$ cat src/rtl/pc_rx_pkg.sv
// pc_rx_pkg: shared types and constants for the PCIe P2L receive dispatcher.
//   - state_e   : dispatcher FSM states
//   - hdr_t     : header fields found in bits [127:88] of a header word
//   - bit positions of the header fields, data/length widths, magic default
//   - hdr_len_ok: legal-length check for a header
package pc_rx_pkg;

  localparam int DATA_W  = 128;
  localparam int LEN_W   = 16;
  localparam int CNT_W   = 16;
  localparam int CH_ID_W = 8;
  // Channel select register width; covers up to 8 channels.
  localparam int SEL_W   = 3;

  localparam logic [15:0] HDR_MAGIC_DEFAULT = 16'h55AA;

  localparam int HDR_MAGIC_MSB = 127;
  localparam int HDR_MAGIC_LSB = 112;
  localparam int HDR_CHID_MSB  = 111;
  localparam int HDR_CHID_LSB  = 104;
  localparam int HDR_LEN_MSB   = 103;
  localparam int HDR_LEN_LSB   = 88;

  typedef enum logic [1:0] {
    ST_IDLE    = 2'd0,
    ST_PAYLOAD = 2'd1,
    ST_DRAIN   = 2'd2
  } state_e;

  // Field order matches the header word from bit 127 down to bit 88.
  typedef struct packed {
    logic [15:0]         magic;
    logic [CH_ID_W-1:0]  ch_id;
    logic [LEN_W-1:0]    len;
  } hdr_t;

  // A length is legal when it is non-zero and no larger than max_len.
  function automatic logic hdr_len_ok(input logic [LEN_W-1:0] len,
                                      input logic [LEN_W-1:0] max_len);
    return (len != '0) && (len <= max_len);
  endfunction

endpackage

$ cat src/rtl/pc_rx_cmd_dispatch_sat_cnt16.sv
// sat_cnt16: 16-bit saturating event counter with synchronous clear.
//   clk   : clock
//   rst_n : asynchronous active-low reset, clears the count
//   clr   : synchronous clear, wins over a simultaneous increment
//   inc   : count one event; the count sticks at 16'hFFFF
//   cnt   : current count
module sat_cnt16
  import pc_rx_pkg::*;
(
  input  logic             clk,
  input  logic             rst_n,
  input  logic             clr,
  input  logic             inc,
  output logic [CNT_W-1:0] cnt
);

  logic [CNT_W-1:0] cnt_q;
  logic [CNT_W-1:0] cnt_d;

  always_comb begin
    cnt_d = cnt_q;
    if (clr) begin
      cnt_d = '0;
    end else if (inc && (cnt_q != {CNT_W{1'b1}})) begin
      cnt_d = cnt_q + 1'b1;
    end
  end

  always_ff @(posedge clk or negedge rst_n) begin
    if (!rst_n) begin
      cnt_q <= '0;
    end else begin
      cnt_q <= cnt_d;
    end
  end

  assign cnt = cnt_q;

endmodule

$ cat src/rtl/pc_rx_cmd_dispatch.sv
// pc_rx_cmd_dispatch: drains the 128-bit P2L FIFO (first-word-fall-through),
// parses a one-word header and forwards the payload words to one of NUM_CH
// valid/ready consumers, keeping packet, header-error and drop counters.
//   pcie_clk_250m     : sole clock
//   rst               : asynchronous active-low reset
//   fifo_data_P2L_en  : FIFO pop strobe
//   fifo_data_P2L     : FIFO head word
//   fifo_data_P2L_emp : FIFO empty
//   ch_data           : payload word shared by all channels
//   ch_valid/ch_ready : per-channel handshake, valid is one-hot
//   ch_sop/ch_eop     : first/last payload word of a packet
//   ch_len            : length of the current packet
//   err_clr           : synchronous clear of hdr_err_cnt and drop_cnt
//   busy              : packet in progress (payload or drain)
//   pkt_cnt           : packets fully delivered (wraps)
//   hdr_err_cnt       : rejected headers (saturating)
//   drop_cnt          : packets addressed to a missing channel (saturating)
module pc_rx_cmd_dispatch
  import pc_rx_pkg::*;
#(
  parameter int               NUM_CH    = 4,
  parameter logic [LEN_W-1:0] MAX_LEN   = 16'd1024,
  parameter logic [15:0]      HDR_MAGIC = HDR_MAGIC_DEFAULT
)(
  input  logic              pcie_clk_250m,
  input  logic              rst,
  output logic              fifo_data_P2L_en,
  input  logic [DATA_W-1:0] fifo_data_P2L,
  input  logic              fifo_data_P2L_emp,
  output logic [DATA_W-1:0] ch_data,
  output logic [NUM_CH-1:0] ch_valid,
  input  logic [NUM_CH-1:0] ch_ready,
  output logic              ch_sop,
  output logic              ch_eop,
  output logic [LEN_W-1:0]  ch_len,
  input  logic              err_clr,
  output logic              busy,
  output logic [31:0]       pkt_cnt,
  output logic [CNT_W-1:0]  hdr_err_cnt,
  output logic [CNT_W-1:0]  drop_cnt
);

  state_e           state_q, state_d;
  logic [LEN_W-1:0] remain_q, remain_d;
  logic [LEN_W-1:0] ch_len_q, ch_len_d;
  logic [SEL_W-1:0] sel_q, sel_d;
  logic [31:0]      pkt_cnt_q, pkt_cnt_d;
  // Two-stage release of the reset: popping only starts once the
  // deassertion has been synchronised, so the FIFO is never popped while
  // rst is low or on the edge where it is released.
  logic [1:0]       run_q, run_d;

  hdr_t             hdr;
  logic             hdr_ok;
  logic             ch_in_range;
  logic             ready_sel;
  logic             valid;
  logic             pop;
  logic             hdr_err_inc;
  logic             drop_inc;

  assign hdr         = hdr_t'(fifo_data_P2L[HDR_MAGIC_MSB:HDR_LEN_LSB]);
  assign hdr_ok      = (hdr.magic == HDR_MAGIC) && hdr_len_ok(hdr.len, MAX_LEN);
  assign ch_in_range = int'(hdr.ch_id) < NUM_CH;

  // Ready of the currently selected channel.
  always_comb begin
    ready_sel = 1'b0;
    for (int i = 0; i < NUM_CH; i++) begin
      if (sel_q == SEL_W'(i)) begin
        ready_sel = ch_ready[i];
      end
    end
  end

  always_comb begin
    state_d     = state_q;
    remain_d    = remain_q;
    ch_len_d    = ch_len_q;
    sel_d       = sel_q;
    pkt_cnt_d   = pkt_cnt_q;
    run_d       = {run_q[0], 1'b1};
    valid       = 1'b0;
    pop         = 1'b0;
    hdr_err_inc = 1'b0;
    drop_inc    = 1'b0;

    unique case (state_q)
      ST_IDLE: begin
        pop = run_q[1] & ~fifo_data_P2L_emp;
        if (pop) begin
          // A rejected word is simply consumed, so the parser slides
          // forward one word at a time until a good header appears.
          if (!hdr_ok) begin
            hdr_err_inc = 1'b1;
          end else if (ch_in_range) begin
            sel_d    = hdr.ch_id[SEL_W-1:0];
            ch_len_d = hdr.len;
            remain_d = hdr.len;
            state_d  = ST_PAYLOAD;
          end else begin
            remain_d = hdr.len;
            state_d  = ST_DRAIN;
          end
        end
      end

      ST_PAYLOAD: begin
        valid = ~fifo_data_P2L_emp;
        pop   = valid & ready_sel;
        if (pop) begin
          remain_d = remain_q - 1'b1;
          if (remain_q == 16'd1) begin
            pkt_cnt_d = pkt_cnt_q + 32'd1;
            state_d   = ST_IDLE;
          end
        end
      end

      ST_DRAIN: begin
        pop = ~fifo_data_P2L_emp;
        if (pop) begin
          remain_d = remain_q - 1'b1;
          if (remain_q == 16'd1) begin
            drop_inc = 1'b1;
            state_d  = ST_IDLE;
          end
        end
      end

      default: begin
        state_d = ST_IDLE;
      end
    endcase
  end

  always_ff @(posedge pcie_clk_250m or negedge rst) begin
    if (!rst) begin
      state_q   <= ST_IDLE;
      remain_q  <= '0;
      ch_len_q  <= '0;
      sel_q     <= '0;
      pkt_cnt_q <= '0;
      run_q     <= '0;
    end else begin
      state_q   <= state_d;
      remain_q  <= remain_d;
      ch_len_q  <= ch_len_d;
      sel_q     <= sel_d;
      pkt_cnt_q <= pkt_cnt_d;
      run_q     <= run_d;
    end
  end

  // The valid strobe is steered only onto the latched channel.
  always_comb begin
    ch_valid = '0;
    for (int i = 0; i < NUM_CH; i++) begin
      ch_valid[i] = valid && (sel_q == SEL_W'(i));
    end
  end

  sat_cnt16 u_hdr_err_cnt (
    .clk   (pcie_clk_250m),
    .rst_n (rst),
    .clr   (err_clr),
    .inc   (hdr_err_inc),
    .cnt   (hdr_err_cnt)
  );

  sat_cnt16 u_drop_cnt (
    .clk   (pcie_clk_250m),
    .rst_n (rst),
    .clr   (err_clr),
    .inc   (drop_inc),
    .cnt   (drop_cnt)
  );

  // Payload passes straight through from the FIFO head; it stays put while
  // stalled because nothing is popped until the consumer is ready.
  assign ch_data          = fifo_data_P2L;
  assign ch_sop           = valid & (remain_q == ch_len_q);
  assign ch_eop           = valid & (remain_q == 16'd1);
  assign ch_len           = ch_len_q;
  assign fifo_data_P2L_en = pop;
  assign busy             = (state_q != ST_IDLE);
  assign pkt_cnt          = pkt_cnt_q;

endmodule

$ cat config.mk
export PLATFORM = sky130hd
export DESIGN_NAME = pc_rx_cmd_dispatch
export DESIGN_NICKNAME = d
export VERILOG_FILES = /design/src/rtl/pc_rx_pkg.sv /design/src/rtl/pc_rx_cmd_dispatch_sat_cnt16.sv /design/src/rtl/pc_rx_cmd_dispatch.sv
export SDC_FILE = /design/constraint.sdc
export NUM_CORES = 1
export LEC_CHECK = 0
export ABC_AREA = 1
export CAP_MARGIN = 5
export CORE_AREA = 2 2 138 140
export CTS_BUF_LIST = sky130_fd_sc_hd__clkbuf_16
export DETAILED_ROUTE_END_ITERATION = 8
export DIE_AREA = 0 0 140 142
export PLACE_DENSITY = 0.82
export SYNTH_ARGS = -nofsm -noshare
export SYNTH_HDL_FRONTEND = slang
export SYNTH_HIERARCHICAL = 1
export SYNTH_SLANG_ARGS = --single-unit
$ cat constraint.sdc
create_clock -name pcie_clk_250m -period 3 [get_ports pcie_clk_250m]
set_input_delay 0.6 -clock pcie_clk_250m [delete_from_list [all_inputs] [get_ports pcie_clk_250m]]
set_output_delay 0.6 -clock pcie_clk_250m [all_outputs]
set_load 0.1 [all_outputs]
== Yosys cells after proc, flatten, opt, wreduce, memory -nomap -nowiden ==
Index checks and enable logic that the tools add are counted.
Operators by class
  add/sub/neg operators: 4
  $mul: 0
  div/mod/pow operators: 0
  order comparisons: 2
  eq/ne operators: 14
  shifts and indexed selects: 0
  multiplexer cells: 28
  bitwise gates (word level): 5
  reduce and logical (&&, ||, !) cells: 19
Operator list (count)
  16-bit 2-to-1 mux: 8
  16-bit one-hot mux with 3 select lines: 1
  16-bit by 1-bit adder with 16-bit output, second input constant: 2
  32-bit by 1-bit adder with 32-bit output, second input constant: 1
  16-bit != test, second input constant: 2
  16-bit by 1-bit equality test with 1-bit output, second input constant: 1
  16-bit by 15-bit equality test with 1-bit output, second input constant: 1
  16-bit equality test: 1
  16-bit by 11-bit <= comparator with 1-bit output, second input constant: 1
  16-bit nonzero test: 1
  16-bit by 1-bit subtractor with 16-bit output, second input constant: 1
  2-bit 2-to-1 mux: 6
  1-bit 2-to-1 mux: 11
  1-bit logical AND: 8
  8-bit by 3-bit less-than comparator with 1-bit output, second input constant: 1
  2-bit != test, second input constant: 4
  4-bit AND reduction: 2
  3-bit by 2-bit equality test with 1-bit output, second input constant: 2
  2-bit one-hot mux with 3 select lines: 1
  2-bit nonzero test: 3
  5-bit AND reduction: 1
  1-bit AND: 4
  3-bit by 1-bit equality test with 1-bit output, second input constant: 1
  3-bit zero test: 1
  7 further kinds: 7
Word-level totals
  register bits after elaboration: 103
  bits in latches: 0
  memory bits (writable): 0
  memory bits (read-only): 0
  bits of input ports: 136
  word-level logic and storage cells: 80
  memories: 0

== Depth between registers and ports, before layout ==
Gate-level depths: netlist (run 1).
  depth in word-level cells: 9
  mapped depth: 14
  gate-level depth less buffers: 13

== By module ==
The synthesis (run 1) kept the hierarchy.
By module, submodules not included
  pc_rx_cmd_dispatch: instances 1, cells an instance 805, area each 5759.3 sq um
  sat_cnt16: instances 2, cells an instance 144, area each 1037.2 sq um

== Worst setup path before layout (run 1) ==
No wires, ideal clock.
  path kind: reg2out
  from: reg state_q[1]
  to: out ch_valid[0]
  arrival: 3742 ps
  data required time: 2400 ps
  path slack: -1342 ps
  cell stages (with the launch flop): 5
  path through: dfrtp_1 > inv_1 > ha_1 > nand2_1 > nor4_1
Between the ends
  cells in the longest elaborated chain, start to end: 3
Ends and longest elaborated chain
  start, declared: line pc_rx_cmd_dispatch.sv:43  | state_e state_q, state_d;
  start signal, assigned: line pc_rx_cmd_dispatch.sv:146  | state_q <= state_d;
  2-bit by 1-bit equality test with 1-bit output: line pc_rx_cmd_dispatch.sv:88  | unique case (state_q)
  1-bit 2-to-1 mux: line pc_rx_cmd_dispatch.sv:88
  1-bit logical AND: line pc_rx_cmd_dispatch.sv:159  | ch_valid[i] = valid && (sel_q == SEL_W'(i));
  end, declared: line pc_rx_cmd_dispatch.sv:31  | output logic [NUM_CH-1:0] ch_valid,
Every way passes these cells.

== Worst setup path after layout (run 1) ==
  from: reg state_q[1]
  to: out ch_sop
Between the ends
  cells in the longest elaborated chain, start to end: 3
Ends and longest elaborated chain
  2-bit by 1-bit equality test with 1-bit output: line pc_rx_cmd_dispatch.sv:88
  1-bit 2-to-1 mux: line pc_rx_cmd_dispatch.sv:88
  1-bit AND: line pc_rx_cmd_dispatch.sv:182  | assign ch_sop = valid & (remain_q == ch_len_q);
  end, declared: line pc_rx_cmd_dispatch.sv:33  | output logic ch_sop,
Every way passes these cells.

==> metrics, run 1 <==
Syn Nets=1238; clock transition at the registers of the reported paths=0.08 ns; worst skew pair latency=0.36 ns; share of cells above drive strength 1=0.198; Die H=142 um; PortBufs=175; multi-input logic area=0.00380 mm2; Max-Cap Viols=0; Starting Density=0.424; synth warn=6; die area=0.0199 mm2; TritonCTS buffer count=9; leading area contributor after synthesis=dfrtp_1; Final Wtd Congestion=0.900; status=finished with violations; ant diodes=0; vias=7050; Post-Syn Instances=1093; Final min period=2.74 ns; fmax=365 MHz; Global Route Usage Sum=0.202; Yosys top cell area share=0.329; # DRC=18; WL final=20300 um; slowest cell delay on critical path=0.42 ns; number of global-route vias before repair=6740; Max-slew headroom=0.641; Final Hold Viols=0; Syn-to-layout area delta=15.1%; setup ws final=0.262 ns; DP HPWL=15500 um; Top-Level Pins=352; most common library cells after synthesis=nand2_1 (338), buf_4 (133), nor2_1 (116), dfrtp_1 (103), inv_1 (91); Max Root-Sink Buffers=2; Worst setup SP type=register; TritonCTS clock tree=done; ys flop type=dfrtp_1; first drt pass iteration count=9; fill count=1749; Setup CP Type=register to output pin; CP max-delay cell=dfrtp_1; largest net degree at the start of global routing=48; R2R setup slack=0.77 ns; Routed Antenna Nets=0; placed cell count=1366; clock root cell=clkbuf_16; post-synthesis sequential area ratio=0.329; Worst Setup End Kind=output pin; Place WS=0.269 ns; Arr. time, crit path=2.14 ns; first-pass GRT wire length=32900 um; critical path fanouts, max=4; Reg2Reg Launch Point=remain_q[1]$_DFFE_PN0P_; library cells used by synthesis=42; reg2reg path depth=11; Rows=50; Post-synth ARST share=1.00; DR iter-0 viols=436; total core area=0.0185 mm2; Finished Layout Cells=1382; worst clock skew=0.0120 ns; Worst Hold Slack=0.161 ns; Static Leak=4.46 nW; pwr dens=530 mW/mm2; DR WL/cell=14.7 um; die span in x=140 um; Avg Vias per Cell=5.10; EDFF count, synth=0; RSZ-0062 raised after global routing=false; Final Max Slew Viols=0; Total Nets Final=1288; Area contributors post-synth=dfrtp_1 (33%), nand2_1 (16%), buf_4 (13%); Syn Area/Cell=7.17 um2; total number of H-tree levels=3; clock tree sinks=103; crit share post-route=0.913; CP required=2.40 ns; post-synthesis register bit count=103; failing checks=design-rule violations; worst slew pin tran=0.537 ns; FF-to-FF End=u_drop_cnt/cnt[7]$_DFFE_PN0P_; initial antenna violation count=0; Tot Pwr=0.00478 W; worst vdd ir=0.362 mV; sequential cell area=0.00258 mm2; cell area after synthesis=0.00783 mm2; Hold Path Class=input port to asynchronous set/reset pin; Remaining Overflow, GRT=0; final setup vio count=0; most frequent cell after synthesis=nand2_1; critical-path cell list=inv_1 > ha_1 > nand2_1 > nor4_2 > nand3_1 > nor2_2 > buf_12
[sequential cells by signal, indices dropped and copies added (netlist names)]
| name | count |
|---|---|
| remain_q | 16 |
| u_drop_cnt/cnt | 16 |
| state_q | 2 |
| u_hdr_err_cnt/cnt | 16 |
| sel_q | 3 |
| pkt_cnt | 32 |
| ch_len | 16 |
| run_q | 2 |
[layout make-up]
cell class	count	area share
multi-input combinational	744	0.421
clock inverter	7	0.00999
tap	234	0.0325
clock buffer	9	0.0250
sequential	103	0.286
inverter	97	0.0409
timing repair buffer	188	0.185
[cells by family (layout without fill, tap and decap cells)]
| logic type | count (synthesis) | count (layout) | synth area share |
|---|---|---|---|
| other cells | 1 | 1 | 0.000479 |
| flops | 103 | 103 | 0.329 |
| xor+xnor | 42 | 42 | 0.0527 |
| compound gates | 55 | 55 | 0.0436 |
| buf+inv | 246 | 301 | 0.191 |
| simple gates | 637 | 637 | 0.369 |
| fa+ha+maj | 9 | 9 | 0.0144 |
[critical path: cells and delay by family (launching register included)]
kind / cells / cell delay (ns)
adder cells (fa/ha/maj): 1 / 0.31
buffers and inverters: 2 / 0.29
flip-flops: 1 / 0.42
AND/OR/NAND/NOR: 4 / 0.76
[worst max-delay path by stage]
stage / from / end / cells past startpoint
4_1_cts: state_q[1]$_DFFE_PN0P_ / ch_sop / 7
5_1_grt: state_q[1]$_DFFE_PN0P_ / ch_sop / 7
3_5_place_dp: fifo_data_P2L_emp / ch_sop / 7
6_report: state_q[1]$_DFFE_PN0P_ / ch_sop / 7
2_1_floorplan: state_q[1]$_DFFE_PN0P_ / ch_valid[0] / 4
3_3_place_gp: fifo_data_P2L_emp / ch_sop / 7
[metrics by stage]
| stage | util | instance area, um2 | setup TNS, ns |
|---|---|---|---|
| after floorplan | - | 7860 | -0.357 |
| after global placement | 0.471 | 8690 | 0 |
| after detailed placement | 0.471 | 8690 | 0 |
| after CTS | 0.488 | 9010 | 0 |
| after global routing | 0.488 | 9010 | 0 |
| final | 0.488 | 9010 | 0 |
[power breakdown]
group          internal (W)  switching (W)
sequential          0.00150       0.000184
clock              0.000668       0.000597
combinational      0.000551        0.00127
total               0.00272        0.00206
[per-layer routing]
metal	track usage	wire [um]
met5	0	0
met4	0.0638	371
met3	0.0518	1530
met2	0.326	9470
met1	0.268	8880
[cell usage in the layout, fill, tap and decap left out, types with 9 or more instances in the layout]
cell type,instances
buf_12,11
buf_4,131
clkbuf_16,9
clkdlybuf4s50_1,46
dfrtp_1,103
ha_1,9
inv_1,91
nand2_1,338
nand2_2,17
nand3_1,56
nand4_1,47
nor2_1,115
nor2_2,11
nor3_1,16
o21ai_0,28
xnor2_1,12
xor2_1,24
[timing repair]
item | in CTS | in global routing
setup endpoints to repair | 0 | 1
setup buffers | 0 | 0
resized for setup | 0 | 1
hold buffers | 0 | 0
No activity file was read; power rests on OpenSTA's default activity.
==> run 2, diff against run 1 <==
CORE_AREA = unset   (was 2 2 138 140)
CORE_UTILIZATION = 43   (was unset)
CTS_CLUSTER_DIAMETER = 50   (was unset)
DIE_AREA = unset   (was 0 0 140 142)
clock period = 2.9 ns   (was 3 ns; I/O delays follow)
==> metrics, run 2 (synthesis gave the netlist of run 1 again) <==
first drt pass iteration count=5 (-4); total number of H-tree levels=3 (unchanged); ant diodes=0 (unchanged); clock tree sinks=103 (unchanged); PortBufs=175 (unchanged); Die H=137 um (-3.5%); Global Route Usage Sum=0.225 (+0.0228); cts repair resizes=0 (unchanged); CP required=2.32 ns (-0.08 ns); Setup CP Type=register to output pin; Max Root-Sink Buffers=2 (unchanged); die span in x=137 um (-2.2%); critical path fanouts, max=4 (unchanged); initial antenna violation count=1 (+1); Arr. time, crit path=2.17 ns (+0.03 ns); pwr dens=546 mW/mm2 (+2.9%); fmax=364 MHz; commonest cells after routing, fill and taps aside=nand2_1 (338), buf_4 (127), nor2_1 (115); crit share post-route=0.947; worst slew pin tran=0.629 ns (+0.0923 ns); clock transition at the registers of the reported paths=0.07 ns (about the same); RSZ-0062 raised after global routing=false; Max-Cap Viols=0 (unchanged); Top-Level Pins=352 (unchanged); final setup vio count=0 (unchanged); most common cell after layout, fill and taps aside=nand2_1; Routed Antenna Nets=0 (unchanged); largest net degree at the start of global routing=63 (+31%); Final Hold Viols=0 (unchanged); # DRC=0 (-18); vias=7130 (+1.1%); reg2reg path depth=8 (-3); share of cells above drive strength 1=0.199 (+0.00105); Remaining Overflow, GRT=0 (unchanged); total core area=0.0175 mm2 (-5.0%); TritonCTS buffer count=9 (unchanged); fill count=1646 (-5.9%); worst skew pair latency=0.36 ns (about the same); postcts setup bufs=0 (unchanged); DP HPWL=15700 um (+0.94%); Avg Vias per Cell=5.18 (+1.5%); Final min period=2.75 ns; cts-stage hold buffer count=0 (unchanged); Hold Path Class=input port to asynchronous set/reset pin; first-pass GRT wire length=33300 um (+1.3%); number of global-route vias before repair=6671 (-1.0%); Total Nets Final=1292 (+0.31%); die area=0.0188 mm2 (-5.6%); Worst setup SP type=register; Final Util=0.521 (+0.0326); Static Leak=4.52 nW (+1.3%); worst vdd ir=0.310 mV (-14%); status=finished clean; DR WL/cell=14.9 um (+1.5%); worst clock skew=0.00959 ns (-0.00237 ns); Worst Setup End Kind=output pin; R2R setup slack=0.57 ns (-0.20 ns); clock root cell=clkbuf_16; TritonCTS clock tree=done; number of flip-flops in the largest register=32 (unchanged); Max-slew headroom=0.580 (-0.0606); final setup TNS=0 ns (unchanged); Final Max Slew Viols=0 (unchanged); Final Wtd Congestion=0.903 (+0.31%); Syn-to-layout area delta=16.7%; Starting Density=0.447 (+0.0222); DR iter-0 viols=483 (+11%); WL final=20500 um (+1.2%); Rows=48 (-4.0%)
==> run 2: cell types whose count changed in the layout (fill, tap and decap cells not counted), sizes merged <==
| cell | delta |
|---|---|
| buf | +4 |
| clkinvlp | +1 |
| bufinv | +1 |
| inv | -2 |
==> run 2: worst paths after layout <==
path	startpoint	endpoint
max	state_q[1]$_DFFE_PN0P_	ch_sop
min	rst	u_hdr_err_cnt/cnt[11]$_DFFE_PN0P_
max reg2reg	state_q[0]$_DFFE_PN0P_	state_q[1]$_DFFE_PN0P_
min reg2reg	run_q[0]$_DFF_PN0_	run_q[1]$_DFF_PN0_
max in group asynchronous	rst	ch_len[10]$_DFFE_PN0P_
min in group pcie_clk_250m	run_q[0]$_DFF_PN0_	run_q[1]$_DFF_PN0_
==> run 2: power breakdown <==
part           internal (W)  leakage, nW  switching [W]  total [W]
registers           0.00156         1.34       0.000191    0.00175
logic              0.000577         3.02        0.00133    0.00190
clock network      0.000760        0.155       0.000574    0.00133
==> run 2: worst max-delay path, cell delays in order, from the launching register on <==
cell and delay (ns):
dfrtp_1 0.42, inv_1 0.10, ha_1 0.31, nand2_1 0.16, nor4_1 0.32, nand3_1 0.17
nor2_4 0.15, buf_12 0.18
==> run 2: stage by stage <==
step	hold WS, ns	total power [W]	instance area [um2]	setup WS, ns	cells
after global placement	0.333	0.00361	8820	0.236	1361
after floorplan	0.284	0.00373	7870	-0.258	1093
after CTS	0.0334	0.00499	9140	0.155	1377
final	0.0383	0.00499	9140	0.154	1377
after detailed placement	0.336	0.00364	8820	0.204	1361
after global routing	0.0382	0.00526	9140	0.0139	1377
==> run 2: cell type report <==
cell class	count	area [um2]	area share
flip-flops and latches	103	2580	0.282
clock buffers	9	225	0.0246
inverters	97	369	0.0404
repair buffers	192	1790	0.196
clock inverters	7	96.3	0.0105
well taps	225	282	0.0308
multi-input cells	744	3790	0.415
==> run 2: layer usage <==
metal	GRT usage	wire, um
met2	0.347	9400
met5	0	13
met3	0.0600	1620
met1	0.300	8990
met4	0.0842	466
